`src/rtl/pa_pkg.sv`:
```
// pa_pkg: pipeline-stage payload types for the pa CPU.
//   if_stage_t : fetch -> decode beat (pc, 32-bit instruction word)
//   id_stage_t : decode -> execute payload, including operand-usage and
//                legality flags used by the hazard logic and execute
//   imm_sel_e  : which immediate format the decoder extracts
package pa_pkg;

  localparam int PA_XLEN = 32;

  typedef struct packed {
    logic [PA_XLEN-1:0] pc;
    logic [31:0]        instr;
  } if_stage_t;

  typedef struct packed {
    logic [PA_XLEN-1:0] pc;
    logic [PA_XLEN-1:0] imm;
    logic [4:0]         rs1;
    logic [4:0]         rs2;
    logic [4:0]         rd;
    logic [6:0]         opcode;
    logic [2:0]         funct3;
    logic [6:0]         funct7;
    logic               uses_rs1;
    logic               uses_rs2;
    logic               writes_rd;
    logic               illegal;
  } id_stage_t;

  typedef enum logic [2:0] {
    IMM_NONE,
    IMM_I,
    IMM_S,
    IMM_B,
    IMM_U,
    IMM_J
  } imm_sel_e;

endpackage

```
`src/rtl/riscv_pkg.sv`:
```
// riscv_pkg: base-ISA opcode constants and instruction-format views.
// The instr_u union overlays the R/I/S/U layouts on one 32-bit word so the
// decoder can pick fields by name. B and J immediates are scrambled across
// several fields and are assembled from raw bits instead.
package riscv_pkg;

  localparam logic [6:0] OPC_LUI    = 7'b0110111;
  localparam logic [6:0] OPC_AUIPC  = 7'b0010111;
  localparam logic [6:0] OPC_JAL    = 7'b1101111;
  localparam logic [6:0] OPC_JALR   = 7'b1100111;
  localparam logic [6:0] OPC_BRANCH = 7'b1100011;
  localparam logic [6:0] OPC_LOAD   = 7'b0000011;
  localparam logic [6:0] OPC_STORE  = 7'b0100011;
  localparam logic [6:0] OPC_IMM    = 7'b0010011;
  localparam logic [6:0] OPC_OP     = 7'b0110011;

  typedef struct packed {
    logic [6:0] funct7;
    logic [4:0] rs2;
    logic [4:0] rs1;
    logic [2:0] funct3;
    logic [4:0] rd;
    logic [6:0] opcode;
  } r_type_t;

  typedef struct packed {
    logic [11:0] imm;
    logic [4:0]  rs1;
    logic [2:0]  funct3;
    logic [4:0]  rd;
    logic [6:0]  opcode;
  } i_type_t;

  typedef struct packed {
    logic [6:0] imm_hi;
    logic [4:0] rs2;
    logic [4:0] rs1;
    logic [2:0] funct3;
    logic [4:0] imm_lo;
    logic [6:0] opcode;
  } s_type_t;

  typedef struct packed {
    logic [19:0] imm;
    logic [4:0]  rd;
    logic [6:0]  opcode;
  } u_type_t;

  typedef union packed {
    r_type_t     r;
    i_type_t     i;
    s_type_t     s;
    u_type_t     u;
    logic [31:0] raw;
  } instr_u;

endpackage

```
`src/rtl/id_fifo.sv`:
```
// id_fifo: synchronous FIFO with push/pop/flush and a combinational head.
// Ports:
//   clk_i, rst_i      clock, synchronous active-high reset
//   flush_i           empties the FIFO; a simultaneous push is dropped
//   push_i, data_i    write a beat (ignored while full)
//   pop_i, data_o     data_o is the current head; pop_i advances it
//   full_o, empty_o   status, both derived only from registered pointers
// Pointers carry one extra bit so full and empty are distinguishable.
// The head must be readable in the same cycle it is decoded, so storage is
// a small register array rather than registered-read RAM.
module id_fifo #(
  parameter int WIDTH = 64,
  parameter int DEPTH = 2
) (
  input  logic             clk_i,
  input  logic             rst_i,
  input  logic             flush_i,
  input  logic             push_i,
  input  logic [WIDTH-1:0] data_i,
  input  logic             pop_i,
  output logic [WIDTH-1:0] data_o,
  output logic             full_o,
  output logic             empty_o
);

  localparam int AW = $clog2(DEPTH);

  logic [WIDTH-1:0] mem_q [DEPTH];
  logic [AW:0]      wptr_q, wptr_d;
  logic [AW:0]      rptr_q, rptr_d;
  logic             do_push, do_pop;

  assign full_o  = (wptr_q[AW] != rptr_q[AW]) && (wptr_q[AW-1:0] == rptr_q[AW-1:0]);
  assign empty_o = (wptr_q == rptr_q);
  assign data_o  = mem_q[rptr_q[AW-1:0]];

  assign do_push = push_i && !full_o && !flush_i;
  assign do_pop  = pop_i && !empty_o && !flush_i;

  always_comb begin
    wptr_d = wptr_q;
    rptr_d = rptr_q;
    if (flush_i) begin
      wptr_d = '0;
      rptr_d = '0;
    end else begin
      if (do_push) wptr_d = wptr_q + (AW+1)'(1);
      if (do_pop)  rptr_d = rptr_q + (AW+1)'(1);
    end
  end

  always_ff @(posedge clk_i) begin
    if (rst_i) begin
      wptr_q <= '0;
      rptr_q <= '0;
    end else begin
      wptr_q <= wptr_d;
      rptr_q <= rptr_d;
    end
  end

  // Storage needs no reset: entries are only observed between push and pop.
  always_ff @(posedge clk_i) begin
    if (do_push && !rst_i) mem_q[wptr_q[AW-1:0]] <= data_i;
  end

endmodule

```
`src/rtl/id_decode_pipe.sv`:
```
// id_decode_pipe: buffered, registered instruction decode stage.
// Ports:
//   clk_i, rst_i                    clock, synchronous active-high reset
//   fetch_valid_i/fetch_ready_o     fetch handshake; fetch_i = {pc, instr}
//   decode_valid_o/decode_ready_i   execute handshake; decode_o = decoded op
//   flush_i                         drop everything buffered and the output
//   wb_valid_i, wb_rd_i             writeback releasing a busy register
// Build option: define ID_SCOREBOARD_EN to track busy destination registers
// and stall read-after-write hazards at the FIFO head. Without it the
// writeback ports are ignored and the stage never stalls.
module id_decode_pipe
  import riscv_pkg::*;
  import pa_pkg::*;
#(
  parameter int XLEN       = 32,
  parameter int FIFO_DEPTH = 2,
  parameter int NUM_REGS   = 32
) (
  input  logic                        clk_i,
  input  logic                        rst_i,
  input  logic                        fetch_valid_i,
  output logic                        fetch_ready_o,
  input  if_stage_t                   fetch_i,
  output logic                        decode_valid_o,
  input  logic                        decode_ready_i,
  output id_stage_t                   decode_o,
  input  logic                        flush_i,
  input  logic                        wb_valid_i,
  input  logic [$clog2(NUM_REGS)-1:0] wb_rd_i
);

  localparam int FIFO_W = $bits(if_stage_t);

  logic [FIFO_W-1:0] head_bits;
  if_stage_t         head;
  logic              fifo_full, fifo_empty;
  logic              load, stall;
  id_stage_t         dec;
  logic              valid_q, valid_d;
  id_stage_t         decode_q, decode_d;

  assign fetch_ready_o = !fifo_full;
  assign head          = head_bits;

  id_fifo #(.WIDTH(FIFO_W), .DEPTH(FIFO_DEPTH)) u_fifo (
    .clk_i   (clk_i),
    .rst_i   (rst_i),
    .flush_i (flush_i),
    .push_i  (fetch_valid_i),
    .data_i  (fetch_i),
    .pop_i   (load),
    .data_o  (head_bits),
    .full_o  (fifo_full),
    .empty_o (fifo_empty)
  );

  // Combinational decode of the FIFO head.
  always_comb begin
    instr_u            ins;
    imm_sel_e          sel;
    logic              legal, u1, u2, wr;
    logic [31:0]       imm32;
    logic [XLEN-1:0]   imm_x;
    ins   = head.instr;
    sel   = IMM_NONE;
    legal = 1'b1;
    u1    = 1'b0;
    u2    = 1'b0;
    wr    = 1'b0;
    if (ins.raw[1:0] != 2'b11) begin
      legal = 1'b0;
    end else begin
      case (ins.r.opcode)
        OPC_LUI, OPC_AUIPC: begin sel = IMM_U; wr = 1'b1; end
        OPC_JAL:            begin sel = IMM_J; wr = 1'b1; end
        OPC_JALR, OPC_LOAD, OPC_IMM: begin sel = IMM_I; u1 = 1'b1; wr = 1'b1; end
        OPC_STORE:          begin sel = IMM_S; u1 = 1'b1; u2 = 1'b1; end
        OPC_BRANCH:         begin sel = IMM_B; u1 = 1'b1; u2 = 1'b1; end
        OPC_OP:             begin u1 = 1'b1; u2 = 1'b1; wr = 1'b1; end
        default:            legal = 1'b0;
      endcase
    end
    case (sel)
      IMM_I:   imm32 = {{20{ins.raw[31]}}, ins.i.imm};
      IMM_S:   imm32 = {{20{ins.raw[31]}}, ins.s.imm_hi, ins.s.imm_lo};
      IMM_B:   imm32 = {{20{ins.raw[31]}}, ins.raw[7], ins.raw[30:25], ins.raw[11:8], 1'b0};
      IMM_U:   imm32 = {ins.u.imm, 12'h000};
      IMM_J:   imm32 = {{12{ins.raw[31]}}, ins.raw[19:12], ins.raw[20], ins.raw[30:21], 1'b0};
      default: imm32 = 32'h0;
    endcase
    // Every 32-bit form already carries instr[31] at bit 31; widen signed.
    imm_x = XLEN'($signed(imm32));

    dec           = '0;
    dec.pc        = head.pc;
    dec.rs1       = ins.r.rs1;
    dec.rs2       = ins.r.rs2;
    dec.rd        = ins.r.rd;
    dec.opcode    = ins.r.opcode;
    dec.funct3    = ins.r.funct3;
    dec.funct7    = ins.r.funct7;
    dec.illegal   = !legal;
    dec.imm       = legal ? PA_XLEN'(imm_x) : '0;
    dec.uses_rs1  = legal && u1;
    dec.uses_rs2  = legal && u2;
    dec.writes_rd = legal && wr && (ins.r.rd != 5'd0);
  end

`ifdef ID_SCOREBOARD_EN
  logic [NUM_REGS-1:0] busy_q, busy_d, clr_mask, busy_eff;

  // Bit 0 is tied low so x0 never stalls a reader.
  for (genvar gi = 0; gi < NUM_REGS; gi++) begin : g_busy
    if (gi == 0) begin : g_x0
      assign clr_mask[gi] = 1'b0;
      assign busy_d[gi]   = 1'b0;
    end else begin : g_xn
      logic set_bit;
      assign clr_mask[gi] = wb_valid_i && (wb_rd_i == ($clog2(NUM_REGS))'(gi));
      assign set_bit      = load && dec.writes_rd && (dec.rd == 5'(gi));
      // Set beats a same-cycle clear of the same register.
      assign busy_d[gi]   = set_bit || (busy_q[gi] && !clr_mask[gi]);
    end
  end

  // A writeback this cycle already releases its register for the head.
  assign busy_eff = busy_q & ~clr_mask;
  assign stall    = (dec.uses_rs1 && busy_eff[dec.rs1]) ||
                    (dec.uses_rs2 && busy_eff[dec.rs2]);

  always_ff @(posedge clk_i) begin
    if (rst_i) busy_q <= '0;
    else       busy_q <= busy_d;
  end
`else
  logic unused_wb;
  assign unused_wb = ^{wb_valid_i, wb_rd_i};
  assign stall     = 1'b0;
`endif

  // Head advances when the output slot is free or draining this cycle.
  assign load = !fifo_empty && (!valid_q || decode_ready_i) && !stall && !flush_i;

  always_comb begin
    valid_d  = valid_q;
    decode_d = decode_q;
    if (flush_i) begin
      valid_d = 1'b0;
    end else if (load) begin
      valid_d  = 1'b1;
      decode_d = dec;
    end else if (valid_q && decode_ready_i) begin
      valid_d = 1'b0;
    end
  end

  always_ff @(posedge clk_i) begin
    if (rst_i) begin
      valid_q  <= 1'b0;
      decode_q <= '0;
    end else begin
      valid_q  <= valid_d;
      decode_q <= decode_d;
    end
  end

  assign decode_valid_o = valid_q;
  assign decode_o       = decode_q;

endmodule

```
`config.mk`:
```
export PLATFORM = sky130hd
export DESIGN_NAME = id_decode_pipe
export DESIGN_NICKNAME = d
export VERILOG_FILES = /design/src/rtl/pa_pkg.sv /design/src/rtl/riscv_pkg.sv /design/src/rtl/id_fifo.sv /design/src/rtl/id_decode_pipe.sv
export SDC_FILE = /design/constraint.sdc
export NUM_CORES = 1
export LEC_CHECK = 0
export CAP_MARGIN = 20
export CORE_UTILIZATION = 40
export DETAILED_ROUTE_END_ITERATION = 8
export PLACE_DENSITY_LB_ADDON = 0.05
export SKIP_LAST_GASP = 1
export SLEW_MARGIN = 10
export SYNTH_ARGS = -nofsm -noshare
export SYNTH_HDL_FRONTEND = slang
export SYNTH_SLANG_ARGS = --single-unit
```
`constraint.sdc`:
```
create_clock -name clk_i -period 6.9 [get_ports clk_i]
set_input_delay 0.69 -clock clk_i [delete_from_list [all_inputs] [get_ports clk_i]]
set_output_delay 0.69 -clock clk_i [all_outputs]
set_load 0.02 [all_outputs]
```
Word level (Yosys, flattened, before mapping). Memories as Yosys holds them, arrays and structs flattened. A register that Yosys moved wholly into a read port is not among the register bits. Index checks and enable logic that the tools add are counted.

Input bits: 75. Output and inout port bits: 102. Register bits after elaboration: 105. Memories: 1. Bits in writable memories: 128.

Bitwise logic cells: 1. Reduce and logical (&&, ||, !) cells: 30. $add $sub $neg: 2. Equality and inequality tests: 18. Mux-type cells: 18.

Memory list: u_fifo.mem_q (words 2, bits a word 64, rd ports 1, clocked after memory_dff 1, write ports 1, RTL line id_fifo.sv:28) `logic [WIDTH-1:0] mem_q [DEPTH];`.

Operators by type and width (count): one-hot mux 32 bit (5 select lines) (1); two-way mux 32 bit (1); equality test 7 x 6 -> 1 bit (second input constant) (3); equality test 7 bit (second input constant) (3); one-hot mux 3 bit (5 select lines) (1); equality test 7 x 5 -> 1 bit (second input constant) (2); two-way mux 1 bit (14); logical AND 1 bit (13); OR reduction 9 bit (1); equality test 7 x 2 -> 1 bit (second input constant) (1); OR reduction 7 bit (1); equality test 3 x 2 -> 1 bit (second input constant) (2); equality test 3 bit (second input constant) (2); zero test 1 bit (6); OR reduction 3 bit (2); OR reduction 6 bit (1); nonzero test 5 bit (1); adder 2 x 1 -> 2 bit (second input constant) (2); OR reduction 2 bit (2); equality test 3 x 1 -> 1 bit (second input constant) (1); two-way mux 3 bit (1); equality test 2 bit (1); != test 2 bit (second input constant) (1); AND reduction 2 bit (1); other kinds (5) (5).

Longest topological paths before layout.
Depth after elaboration: 8. Depth in mapped cells: 9. Mapped depth without buffers: 5.

Hierarchy. From an unflattened synthesis, not the netlist that was laid out.

Cell total of the unflattened synthesis: 715. Area, all modules: 8760.9 sq um.

Modules (own cells, without submodules): id_fifo (area each 4918.5 sq um, cells each 235, instances 1); id_decode_pipe (area each 3842.4 sq um, cells each 480, instances 1).

Least setup slack after synthesis. Ideal clock, no wire load.

Path kind: input-to-reg. Start point: input rst_i. End point: memory u_fifo.mem_q[0][0], enable pin. Arrival time: 5.777 ns. Slack: 0.558 ns. Library setup time: 0.565 ns. Buffers on the path: 2. Required time: 6.335 ns. Stages: 4. Path through: clkbuf_1 > or2_2 > clkbuf_1 > nor3_1.

Cells in the longest elaborated chain, start to end: 4.

Ends and longest elaborated chain: start, declared (RTL line id_decode_pipe.sv:20) `input logic rst_i,`; zero test 1 bit (RTL line id_fifo.sv:64) `if (do_push && !rst_i) mem_q[wptr_q[AW-1:0]] <= data_i;`; logical AND 1 bit (RTL line id_fifo.sv:64); two-way mux 1 bit (RTL line id_fifo.sv:64); two-way mux 1 bit (implied by the code) (RTL line id_fifo.sv:64); end, declared (RTL line id_fifo.sv:28).

Every way passes these cells.

Worst setup path in the final report.
Start point: register u_fifo.wptr_q[0]. End point: register decode_q (netlist bit decode_o[40]).

Cells in the longest elaborated chain, start to end: 5.

Ends and longest elaborated chain: start, declared (RTL line id_fifo.sv:29) `logic [AW:0] wptr_q, wptr_d;`; start signal, assigned (RTL line id_fifo.sv:57) `wptr_q <= wptr_d;`; equality test 2 bit (RTL line id_fifo.sv:34) `assign empty_o = (wptr_q == rptr_q);`; zero test 1 bit (RTL line id_decode_pipe.sv:142) `assign load = !fifo_empty && (!valid_q || decode_ready_i) && !stall && !flush_i;`; logical AND 1 bit (2 in a row) (RTL line id_decode_pipe.sv:142); AND reduction 2 bit (no line); end signal, assigned (RTL line id_decode_pipe.sv:163) `decode_q <= decode_d;`; end, declared (RTL line id_decode_pipe.sv:40) `id_stage_t decode_q, decode_d;`.

Every way passes these cells. A chain may end at the register's enable or synchronous reset.

==> impl_metrics.env <==
export IMPL_status="finished, final reports clean"
export IMPL_grt_pass1_wl_um=32170
export IMPL_hpwlAfterDp_um=13470
export IMPL_placed_cell_area_mm2=0.01070
export IMPL_antenna_found_initial=0
export IMPL_yosysTopAreaCellShare=0.4367
export IMPL_die_area_mm2=0.02260
export IMPL_start_util=0.4135
export IMPL_hold_path_class="flip-flop to flip-flop"
export IMPL_skew_ns=0.01604
export IMPL_min_period_ns=2.836
export IMPL_rsz0062_at_grt="no"
export IMPL_drive_gt1_frac=0.09535
export IMPL_path_clk_slew_ns=0.06
export IMPL_ys_flop_type="edfxtp_1"
export IMPL_synth_most_common_cell="edfxtp_1"
export IMPL_nets=915
export IMPL_yosys_warnings=0
export IMPL_cts_resized=0
export IMPL_top_usage_layer="met2"
export IMPL_powerDensity_mw_per_mm2=272.0
export IMPL_crit_family="compound AO/OA/AOI/OAI gates"
export IMPL_yosys_area_top_type="edfxtp_1"
export IMPL_post_synth_cell_area_avg_um2=12.96
export IMPL_grt_usage=0.1867
export IMPL_setup_viol=0
export IMPL_ant_nets=0
export IMPL_met3_usage=0.04152
export IMPL_vias_per_cell=5.255
export IMPL_cts_path_max_buffers=3
export IMPL_port_buffers=170
export IMPL_fp_row_count=53
export IMPL_syn2layout_area_growth_pct=31.39
export IMPL_dp_cells=1087
export IMPL_n_antenna_cell=0
export IMPL_peakVddDrop_uv=181.1
export IMPL_netlist_top_cells_count="128 x edfxtp_1, 106 x dfxtp_1, 69 x nor2_1"
export IMPL_min_period_over_period=0.4110
export IMPL_setup_tns_ns=0
export IMPL_synth_edf_count=128
export IMPL_pin_count=177
export IMPL_clockRootBuffer="clkbuf_16"
export IMPL_clock_latency_ns=0.53
export IMPL_postCtsSetupBuffers=0
export IMPL_htree_levels=1
export IMPL_ys_top_cells_by_area="edfxtp_1 44%, dfxtp_1 24%, mux2i_1 5.1%, a211oi_1 4.4%, nor2_1 2.9%"
export IMPL_routedWlPerCell_um=18.61
export IMPL_dieWidth_um=150.3
export IMPL_startpoint_type="flip-flop"
export IMPL_grt_util_met2=0.3182
export IMPL_drcViolationCount=0
export IMPL_use_met1=0.2373
export IMPL_power_leakage_nw=3.797
export IMPL_cp_slowest_stage_delay_ns=0.82
export IMPL_cts_sinks=234
export IMPL_grt_pass1_vias=5843
export IMPL_synth_seq_area_share=0.6778
export IMPL_vias=5964
export IMPL_clock_fmax_ghz=0.3526
export IMPL_critPathCaptureType="flip-flop"
export IMPL_cpMaxStageDelayCell="o211a_4"
export IMPL_max_slew_margin_rel=0.3011
export IMPL_worstPathCellList="xor2_1, o211a_4, buf_4, o221a_2, nor3_1"
export IMPL_ys_ff_latch=234
export IMPL_cts_made_buffers=26
export IMPL_cts_tree="done"
export IMPL_cp_arrival_ns=3.21
export IMPL_max_cap_viol_count=0
export IMPL_fillers=1794
export IMPL_grt_max_degree=81
export IMPL_async_reset_ff_frac=0
export IMPL_synth_area_mm2=0.008802
export IMPL_coreArea_mm2=0.02129
export IMPL_first_pass_iters=4
export IMPL_tightestPinTransition_ns=1.044
export IMPL_overflow=0
export IMPL_maxSlewViolCount=0
export IMPL_finalHoldViolations=0
export IMPL_die_y_um=150.3
export IMPL_drtIter0Drc=298
export IMPL_crit_type="flip-flop to flip-flop"
export IMPL_synthCells=679
export IMPL_fin_area_mm2=0.01156
export IMPL_path_max_fanout=80
export IMPL_path_buf_inv=1
export IMPL_gp_congestion=0.8956
export IMPL_synth_fp_nets=754
export IMPL_required_ns=7.28
export IMPL_postCtsHoldBufs=0
export IMPL_totalWireLength_um=21130
export IMPL_synth_distinct_cells=58
export IMPL_stdcell_count=1135
-- flip-flops by register name, indices dropped and copies added, names as in the netlist, named ones only --
register and flops:
u_fifo.mem_q 128, decode_valid_o 1, u_fifo.rptr_q 2, u_fifo.wptr_q 2
decode_o 100
-- worst reg2reg max path: cells and delay by family, from the launching register on --
kind,cells,cell delay [ns]
AO/OA/AOI/OAI,2,1.14
XOR/XNOR,1,0.36
buffers and inverters,1,0.74
flip-flops,1,0.41
AND/OR/NAND/NOR,1,0.04
-- area by class of cell --
class                   instances  area, um^2  area share
flip-flops and latches        234        5969      0.5162
multi-input cells             387        2575      0.2227
repair buffers                179        1767      0.1528
clock buffers                  41       768.2     0.06643
well taps                     275       344.1     0.02975
clock inverters                 7       96.34    0.008331
inverters                      12       45.04    0.003895
-- cells by family after synthesis --
kind of cell	synth area share
buffers and inverters	0.03170
AOI/OAI and AO/OA	0.1184
muxes	0.07676
DFF	0.6778
xor gates and xnor gates	0.007961
and+or+nand+nor	0.08742
-- cell usage in the layout (no fill, tap or decap), types with 2 or more instances in the layout --
cell type | synthesis | layout
nor2_1 | 69 | 69
clkdlybuf4s50_1 | 0 | 169
xnor2_1 | 2 | 2
or3b_4 | 2 | 2
a32o_1 | 2 | 2
nand2_1 | 50 | 50
dfxtp_1 | 106 | 105
a31oi_1 | 8 | 8
clkbuf_8 | 0 | 4
a221oi_1 | 4 | 4
bufinv_16 | 0 | 2
edfxtp_1 | 128 | 128
nand4_1 | 3 | 3
o21ai_0 | 16 | 16
mux2_2 | 20 | 20
o32ai_1 | 2 | 2
nor3_1 | 10 | 8
nand3_1 | 18 | 18
nand3b_1 | 5 | 5
clkbuf_16 | 0 | 27
buf_4 | 6 | 10
nor3_2 | 0 | 2
clkinv_2 | 0 | 2
a22o_1 | 11 | 11
and2_1 | 3 | 3
clkbuf_1 | 23 | 10
a21oi_1 | 23 | 23
inv_1 | 12 | 12
a22oi_1 | 2 | 2
nand2b_1 | 3 | 3
o211a_1 | 3 | 2
o211ai_1 | 2 | 2
mux2i_1 | 45 | 45
xor2_1 | 6 | 6
a211oi_1 | 52 | 52
-- path summary, 6_finish.rpt --
kind | startpoint | to | slack (ns) | cells past startpoint
min reg2reg | decode_o[46] | decode_o[46] | 0.45 | 2
max reg2reg | u_fifo.wptr_q[0] | decode_o[40] | 4.06 | 5
min | decode_o[46] | decode_o[46] | 0.45 | 2
max | u_fifo.wptr_q[0] | decode_o[40] | 4.06 | 5
-- metal layers --
| layer | vias to the layer above | wire (um) |
|---|---|---|
| met2 | 182 | 10400 |
| met3 | 32 | 1387 |
| met1 | 2891 | 8908 |
| li1 | 2859 | - |
| met5 | - | 0 |
| met4 | 0 | 434 |
-- where the power goes --
part | leakage [nW] | internal, W | switching (W)
Combinational | 1.35 | 0.000111 | 0.000128
Clock | 0.422 | 0.000838 | 0.000537
Sequential | 2.02 | 0.00151 | 0.0000218
-- per-stage QoR --
stage | total power (W) | hold WS, ns | setup WS (ns) | util
2_1_floorplan | 0.001681 | 0.4981 | 0.5583 | -
3_3_place_gp | 0.001796 | 0.4434 | 3.578 | 0.5027
3_5_place_dp | 0.001803 | 0.4479 | 3.546 | 0.5027
4_1_cts | 0.003184 | 0.4559 | 4.069 | 0.5433
5_1_grt | 0.003262 | 0.4757 | 3.859 | 0.5433
6_report | 0.003146 | 0.4521 | 4.064 | 0.5433
Power figures use the tool's default switching activity.
